===== src/rtl/rv32i_lsu_if.sv =====
// Core-side request/response and memory-side bus of the load/store unit.
// slave is the LSU's view; master is the combined core + memory view.
interface rv32i_lsu_if;
  logic        req_valid;
  logic        req_ready;
  logic        req_store;
  logic [2:0]  req_funct3;
  logic [31:0] req_addr;
  logic [31:0] req_wdata;
  logic        resp_valid;
  logic [31:0] resp_rdata;
  logic [1:0]  resp_err;
  logic        mem_req;
  logic [31:0] mem_addr;
  logic [31:0] mem_wr_data;
  logic        mem_wr_ena;
  logic [3:0]  mem_be;
  logic        mem_ack;
  logic [31:0] mem_rd_data;

  modport slave (
    input  req_valid, req_store, req_funct3, req_addr, req_wdata, mem_ack, mem_rd_data,
    output req_ready, resp_valid, resp_rdata, resp_err,
    output mem_req, mem_addr, mem_wr_data, mem_wr_ena, mem_be
  );

  modport master (
    output req_valid, req_store, req_funct3, req_addr, req_wdata, mem_ack, mem_rd_data,
    input  req_ready, resp_valid, resp_rdata, resp_err,
    input  mem_req, mem_addr, mem_wr_data, mem_wr_ena, mem_be
  );
endinterface


===== src/rtl/rv32i_lsu.sv =====
// RV32I load/store unit: byte/half/word lane steering, load extension,
// alignment and funct3 checking, and a bounded wait for the memory ack.
module rv32i_lsu #(
  parameter int unsigned TIMEOUT_CYCLES = 255
) (
  input logic         clk,
  input logic         rst,
  rv32i_lsu_if.slave  bus
);

  typedef enum logic [1:0] {StIdle, StBusy, StResp} state_e;

  localparam logic [1:0] ErrNone    = 2'b00;
  localparam logic [1:0] ErrAlign   = 2'b01;
  localparam logic [1:0] ErrFunct3  = 2'b10;
  localparam logic [1:0] ErrTimeout = 2'b11;
  localparam logic [7:0] TimeoutLast = 8'(TIMEOUT_CYCLES - 1);

  state_e      state_q;
  logic [7:0]  cnt_q;
  logic [1:0]  off_q;
  logic [2:0]  funct3_q;
  logic        store_q;
  logic        resp_valid_q;
  logic [31:0] resp_rdata_q;
  logic [1:0]  resp_err_q;
  logic        mem_req_q;
  logic [31:0] mem_addr_q;
  logic [31:0] mem_wr_data_q;
  logic        mem_wr_ena_q;
  logic [3:0]  mem_be_q;

  logic        illegal;
  logic        misaligned;
  logic [3:0]  be;
  logic [31:0] wdata;
  logic [31:0] lane;
  logic [31:0] load_data;

  // Request decode, evaluated on the incoming request while idle.
  always_comb begin
    illegal    = 1'b0;
    misaligned = 1'b0;
    be         = 4'b0000;
    wdata      = bus.req_wdata;
    if (bus.req_store) begin
      illegal = bus.req_funct3[2] | (bus.req_funct3[1:0] == 2'b11);
    end else begin
      illegal = (bus.req_funct3[1:0] == 2'b11) | (bus.req_funct3[2] & bus.req_funct3[1]);
    end
    unique case (bus.req_funct3[1:0])
      2'b00: begin
        be    = 4'b0001 << bus.req_addr[1:0];
        wdata = {4{bus.req_wdata[7:0]}};
      end
      2'b01: begin
        misaligned = bus.req_addr[0];
        be         = bus.req_addr[1] ? 4'b1100 : 4'b0011;
        wdata      = {2{bus.req_wdata[15:0]}};
      end
      2'b10: begin
        misaligned = (bus.req_addr[1:0] != 2'b00);
        be         = 4'b1111;
      end
      default: be = 4'b0000;
    endcase
  end

  always_comb begin
    lane = bus.mem_rd_data >> {off_q, 3'b000};
    unique case (funct3_q)
      3'b000:  load_data = {{24{lane[7]}}, lane[7:0]};
      3'b001:  load_data = {{16{lane[15]}}, lane[15:0]};
      3'b010:  load_data = bus.mem_rd_data;
      3'b100:  load_data = {24'd0, lane[7:0]};
      3'b101:  load_data = {16'd0, lane[15:0]};
      default: load_data = 32'd0;
    endcase
  end

  always_ff @(posedge clk or negedge rst) begin
    if (!rst) begin
      state_q       <= StIdle;
      cnt_q         <= 8'd0;
      off_q         <= 2'b00;
      funct3_q      <= 3'b000;
      store_q       <= 1'b0;
      resp_valid_q  <= 1'b0;
      resp_rdata_q  <= 32'd0;
      resp_err_q    <= ErrNone;
      mem_req_q     <= 1'b0;
      mem_addr_q    <= 32'd0;
      mem_wr_data_q <= 32'd0;
      mem_wr_ena_q  <= 1'b0;
      mem_be_q      <= 4'b0000;
    end else begin
      resp_valid_q <= 1'b0;
      unique case (state_q)
        StIdle: begin
          if (bus.req_valid) begin
            off_q    <= bus.req_addr[1:0];
            funct3_q <= bus.req_funct3;
            store_q  <= bus.req_store;
            if (illegal || misaligned) begin
              // funct3 legality outranks alignment.
              state_q      <= StResp;
              resp_valid_q <= 1'b1;
              resp_rdata_q <= 32'd0;
              resp_err_q   <= illegal ? ErrFunct3 : ErrAlign;
            end else begin
              state_q       <= StBusy;
              cnt_q         <= 8'd0;
              mem_req_q     <= 1'b1;
              mem_addr_q    <= {bus.req_addr[31:2], 2'b00};
              mem_be_q      <= be;
              mem_wr_data_q <= wdata;
              mem_wr_ena_q  <= bus.req_store;
            end
          end
        end
        StBusy: begin
          // An ack on the terminal-count cycle still completes normally.
          if (bus.mem_ack) begin
            state_q      <= StResp;
            mem_req_q    <= 1'b0;
            mem_wr_ena_q <= 1'b0;
            resp_valid_q <= 1'b1;
            resp_err_q   <= ErrNone;
            resp_rdata_q <= store_q ? 32'd0 : load_data;
          end else if (cnt_q == TimeoutLast) begin
            state_q      <= StResp;
            mem_req_q    <= 1'b0;
            mem_wr_ena_q <= 1'b0;
            resp_valid_q <= 1'b1;
            resp_err_q   <= ErrTimeout;
            resp_rdata_q <= 32'd0;
          end else begin
            cnt_q <= cnt_q + 8'd1;
          end
        end
        StResp:  state_q <= StIdle;
        default: state_q <= StIdle;
      endcase
    end
  end

  assign bus.req_ready   = (state_q == StIdle);
  assign bus.resp_valid  = resp_valid_q;
  assign bus.resp_rdata  = resp_rdata_q;
  assign bus.resp_err    = resp_err_q;
  assign bus.mem_req     = mem_req_q;
  assign bus.mem_addr    = mem_addr_q;
  assign bus.mem_wr_data = mem_wr_data_q;
  assign bus.mem_wr_ena  = mem_wr_ena_q;
  assign bus.mem_be      = mem_be_q;

endmodule

===== src/flat_wrapper.sv =====
// flat-port wrapper written by rule: the top's interface ports become plain ports
module rv32i_lsu_flat 
#(
  parameter int unsigned TIMEOUT_CYCLES = 255
)
  (clk, rst, bus_req_valid, bus_req_store, bus_req_funct3, bus_req_addr, bus_req_wdata, bus_mem_ack, bus_mem_rd_data, bus_req_ready, bus_resp_valid, bus_resp_rdata, bus_resp_err, bus_mem_req, bus_mem_addr, bus_mem_wr_data, bus_mem_wr_ena, bus_mem_be);
  rv32i_lsu_if bus_i ();
  input logic clk;
  input logic rst;
  input wire logic [$bits(bus_i.req_valid)-1:0] bus_req_valid;
  input wire logic [$bits(bus_i.req_store)-1:0] bus_req_store;
  input wire logic [$bits(bus_i.req_funct3)-1:0] bus_req_funct3;
  input wire logic [$bits(bus_i.req_addr)-1:0] bus_req_addr;
  input wire logic [$bits(bus_i.req_wdata)-1:0] bus_req_wdata;
  input wire logic [$bits(bus_i.mem_ack)-1:0] bus_mem_ack;
  input wire logic [$bits(bus_i.mem_rd_data)-1:0] bus_mem_rd_data;
  output wire logic [$bits(bus_i.req_ready)-1:0] bus_req_ready;
  output wire logic [$bits(bus_i.resp_valid)-1:0] bus_resp_valid;
  output wire logic [$bits(bus_i.resp_rdata)-1:0] bus_resp_rdata;
  output wire logic [$bits(bus_i.resp_err)-1:0] bus_resp_err;
  output wire logic [$bits(bus_i.mem_req)-1:0] bus_mem_req;
  output wire logic [$bits(bus_i.mem_addr)-1:0] bus_mem_addr;
  output wire logic [$bits(bus_i.mem_wr_data)-1:0] bus_mem_wr_data;
  output wire logic [$bits(bus_i.mem_wr_ena)-1:0] bus_mem_wr_ena;
  output wire logic [$bits(bus_i.mem_be)-1:0] bus_mem_be;
  assign bus_i.req_valid = bus_req_valid;
  assign bus_i.req_store = bus_req_store;
  assign bus_i.req_funct3 = bus_req_funct3;
  assign bus_i.req_addr = bus_req_addr;
  assign bus_i.req_wdata = bus_req_wdata;
  assign bus_i.mem_ack = bus_mem_ack;
  assign bus_i.mem_rd_data = bus_mem_rd_data;
  assign bus_req_ready = bus_i.req_ready;
  assign bus_resp_valid = bus_i.resp_valid;
  assign bus_resp_rdata = bus_i.resp_rdata;
  assign bus_resp_err = bus_i.resp_err;
  assign bus_mem_req = bus_i.mem_req;
  assign bus_mem_addr = bus_i.mem_addr;
  assign bus_mem_wr_data = bus_i.mem_wr_data;
  assign bus_mem_wr_ena = bus_i.mem_wr_ena;
  assign bus_mem_be = bus_i.mem_be;
  rv32i_lsu #(.TIMEOUT_CYCLES(TIMEOUT_CYCLES)) u_core (.clk(clk), .rst(rst), .bus(bus_i));
endmodule

===== config.mk =====
export PLATFORM = sky130hd
export DESIGN_NAME = rv32i_lsu_flat
export DESIGN_NICKNAME = d
export VERILOG_FILES = /design/src/rtl/rv32i_lsu_if.sv /design/src/rtl/rv32i_lsu.sv /design/src/flat_wrapper.sv
export SDC_FILE = /design/constraint.sdc
export NUM_CORES = 1
export LEC_CHECK = 0
export ABC_AREA = 1
export BUFFER_PORTS_ARGS = -buffer_cell sky130_fd_sc_hd__buf_2
export CORE_ASPECT_RATIO = 1.4
export CORE_MARGIN = 3
export CORE_UTILIZATION = 30
export CTS_CLUSTER_DIAMETER = 80
export DETAILED_ROUTE_END_ITERATION = 8
export GPL_TIMING_DRIVEN = 0
export HOLD_SLACK_MARGIN = 0.06
export PLACE_DENSITY = 0.48
export SYNTH_ARGS = -nofsm -noshare
export SYNTH_HDL_FRONTEND = slang
export SYNTH_SLANG_ARGS = --single-unit

===== constraint.sdc =====
create_clock -name clk -period 2.3 [get_ports clk]
set_input_delay 0 -clock clk [delete_from_list [all_inputs] [get_ports clk]]
set_output_delay 0 -clock clk [all_outputs]
set_load 0.05 [all_outputs]

==> results.py <==
metrics = {
    "outcome": {
        "outcome": "finished, final reports clean",
    },
    "sta": {
        "timing.final.crit_share_pct": 93.0,
        "timing.setup.tns_ns": 0,
        "drv_slew": 0,
        "finalSetupViolCount": 0,
        "min_period_ns": 2.14,
        "hold_slack_ns": 0.0640,
        "final_hold_viol_count": 0,
        "clock_skew_ns": 0.00885,
        "rsz0062_at_grt": "false",
        "fin_ws_ns": 0.161,
        "relSlewSlack_pct": 64.5,
        "worst_pin_slew_ns": 0.533,
        "fmax_ghz": 0.468,
    },
    "pwr": {
        "p_leak_nw": 5.36,
        "ir_worst_vdd_v": 0.000898,
        "p_per_area_nw_per_um2": 1450,
    },
    "finish": {
        "final_cell_mix": "nand2_1 (448), buf_2 (226), dfrtp_1 (119)",
        "n_antenna_cell": 0,
        "area.growth.synth_to_final_pct": 49.4,
        "post-route-util_pct": 46.4,
        "nets": 1318,
        "final_common_cell": "nand2_1",
        "drive_gt1_share_pct": 23.9,
        "fin_area_um2": 9340,
    },
    "clocking": {
        "cts_tree": "yes",
        "cts_made_buffers": 17,
        "htreeDepth": 4,
        "clock_latency_ns": 0.42,
        "clock_sinks": 119,
        "root_buffer": "clkbuf_16",
        "path_clk_slew_ns": 0.06,
        "clk_path_buf_depth": 2,
    },
    "route": {
        "vias": 6637,
        "routed.top_layer": "met4",
        "wl_mm": 22.1,
        "wl_met3_mm": 1.42,
        "routedWlPerCell_um": 15.0,
        "drtIter0Drc": 318,
        "postRouteAntennaNets": 0,
        "wl_met2_mm": 11.5,
        "avgViaCountPerCell": 4.51,
        "m1WireLength_mm": 8.79,
        "dr.pass1.iters": 4,
        "drc": 0,
    },
    "floorplan": {
        "start_util_pct": 31.0,
        "ios": 210,
        "num_rows": 61,
        "die_x_um": 128,
        "core_area_um2": 20100,
        "dieHeight_um": 177,
        "die_area_um2": 22600,
    },
    "job": {
        "maxCapViolations": 0,
    },
    "yosys": {
        "synth_cell_types": 27,
        "syn_area_um2": 6250,
        "syn_area_per_cell_um2": 7.16,
        "synth_seq_area_share_pct": 47.6,
        "yosys-top-cells-area": "dfrtp_1 (48%), nand2_1 (27%), nand3_1 (7.0%), inv_1 (3.9%), o21ai_0 (2.4%)",
        "synth_top_area_share_pct": 47.6,
        "synth_top_cell_by_area": "dfrtp_1",
        "ys_ff_latch": 119,
        "yosysWarnings": 0,
        "syn_inst": 873,
    },
    "critical_path": {
        "cp_slowest_cell": "dlygate4sd3_1",
        "crit_family": "buffers and inverters",
        "start_kind": "flip-flop",
        "end_kind": "flip-flop",
        "max_stage_delay_ns": 0.55,
        "crit_type": "flip-flop to flip-flop",
        "crit_chain": "buf_2 -> nand2_1 -> o21ai_0 -> nand2_1 -> nand2_1 -> nand2_1 -> clkbuf_4 -> nand3_1 -> dlygate4sd3_1 -> nand2_1 -> nand2_1",
        "cpMostUsedCell": "nand2_1",
        "critical_path_peak_fanout": 10,
        "cp_num_buf_inv": 3,
        "critPathArrivalTime_ns": 2.44,
        "cp_data_required_time_ns": 2.61,
    },
    "global_routing": {
        "antenna_found_initial": 0,
        "grt_first_pass_wirelength_mm": 35.4,
        "grt_max_degree": 82,
        "overflow": 0,
        "grt_pass1_vias": 6814,
        "grt.total_usage_pct": 20.0,
    },
    "place": {
        "portBuffers": 207,
        "hpwlAfterDp_mm": 16.3,
        "place_congestion": 0.881,
        "post-place-ws_ns": 0.566,
        "postPlaceCellArea_um2": 7640,
    },
    "worst_hold_path": {
        "holdCritPathClass": "input port to flip-flop",
    },
}
-- worst reg2reg max path: stages (launching register included) --
cell and delay [ns]:
dfrtp_1 0.38, buf_2 0.19, nand2_1 0.07, o21ai_0 0.07
nand2_1 0.06, nand2_1 0.07, nand2_1 0.18, clkbuf_4 0.26
nand3_1 0.08, dlygate4sd3_1 0.55, nand2_1 0.06, nand2_1 0.05
-- kinds of logic (layout without fill, tap and decap cells) --
logic type / Yosys count / in the layout / share of synthesized area, %
other: 1 / 2 / 0.0600
flip-flops: 119 / 119 / 47.6
adder cells (fa/ha/maj): 6 / 6 / 1.20
AND/OR/NAND/NOR: 576 / 576 / 37.1
AO/OA/AOI/OAI: 55 / 55 / 4.90
buffers and inverters: 113 / 460 / 8.71
XOR/XNOR: 3 / 3 / 0.420
-- per-layer routing --
metal	GRT usage, %	vias to the layer above
li1	-	3371
met1	21.5	3033
met2	37.1	198
met3	5.95	35
met4	6.59	0
met5	0	-
-- registers in the layout, summed over array words and instances (netlist names) --
| register | cells |
|---|---|
| u_core.bus.mem_be | 4 |
| u_core.funct3_q | 3 |
| u_core.bus.mem_addr | 30 |
| u_core.bus.resp_valid | 1 |
| u_core.off_q | 2 |
| u_core.bus.mem_req | 1 |
| u_core.bus.resp_err | 2 |
| u_core.state_q | 2 |
| u_core.bus.mem_wr_ena | 1 |
| u_core.store_q | 1 |
| u_core.bus.resp_rdata | 32 |
| u_core.bus.mem_wr_data | 32 |
| u_core.cnt_q | 8 |
-- metrics by stage --
stage / std cells / power (mW)
detailed placement: 1334 / 10.6
floorplan: 874 / 8.68
finish: 1473 / 13.6
global placement: 1333 / 10.6
CTS: 1473 / 13.7
global route: 1473 / 14.4
-- path summary, 6_finish.rpt --
kind	start	to	slack, ns	cells after the start
worst max-delay path	u_core.off_q[0]	u_core.bus.resp_rdata[8]	0.16	11
max in group asynchronous	rst	u_core.bus.resp_rdata[31]	0.83	4
worst min-delay path	bus_req_valid	u_core.off_q[1]	0.06	5
worst max register to register	u_core.off_q[0]	u_core.bus.resp_rdata[8]	0.16	11
worst min register to register	u_core.bus.mem_wr_data[8]	u_core.bus.mem_wr_data[8]	0.47	2
min in group asynchronous	rst	u_core.bus.resp_rdata[18]	0.59	3
-- cell usage after synthesis --
cell type  instances
nand3_2            1
ha_1               6
o21bai_1           2
buf_1              1
o211ai_1           6
xor2_1             2
inv_2              4
dfrtp_1          119
nand2_2            4
o22ai_1            8
clkbuf_1           5
o21ai_0           30
a31oi_1            1
buf_2             21
conb_1             1
buf_6              9
inv_1             65
nand3_1           87
nor2_2             3
clkinv_1           1
nor2_1            29
xnor2_1            1
a21oi_1            8
nor2_4             2
nand2_1          448
buf_4              7
nand3b_1           2
-- final cells by class --
class	count	area, um^2
Buffer	43	285
Sequential cell	119	2980
Clock inverter	14	188
Inverter	70	263
Fill cell	2130	10800
Tap cell	252	315
Clock buffer	18	439
Multi-Input combinational cell	642	2730
Timing Repair Buffer	315	2140
-- where the power goes --
part,leakage [nW],total (mW),switching [mW],internal (mW)
Clock,0.304,2.86,1.09,1.76
Combinational,3.52,7.17,5.38,1.79
Sequential,1.54,3.53,0.527,3.01
-- timing repair --
item                                    CTS  global route
resized for setup                         0             2
hold endpoints to repair                225             0
endpoints found under the setup margin    0             2
buffers inserted                          0             0
hold buffers                            107             0
No activity file was read; power rests on OpenSTA's default activity.
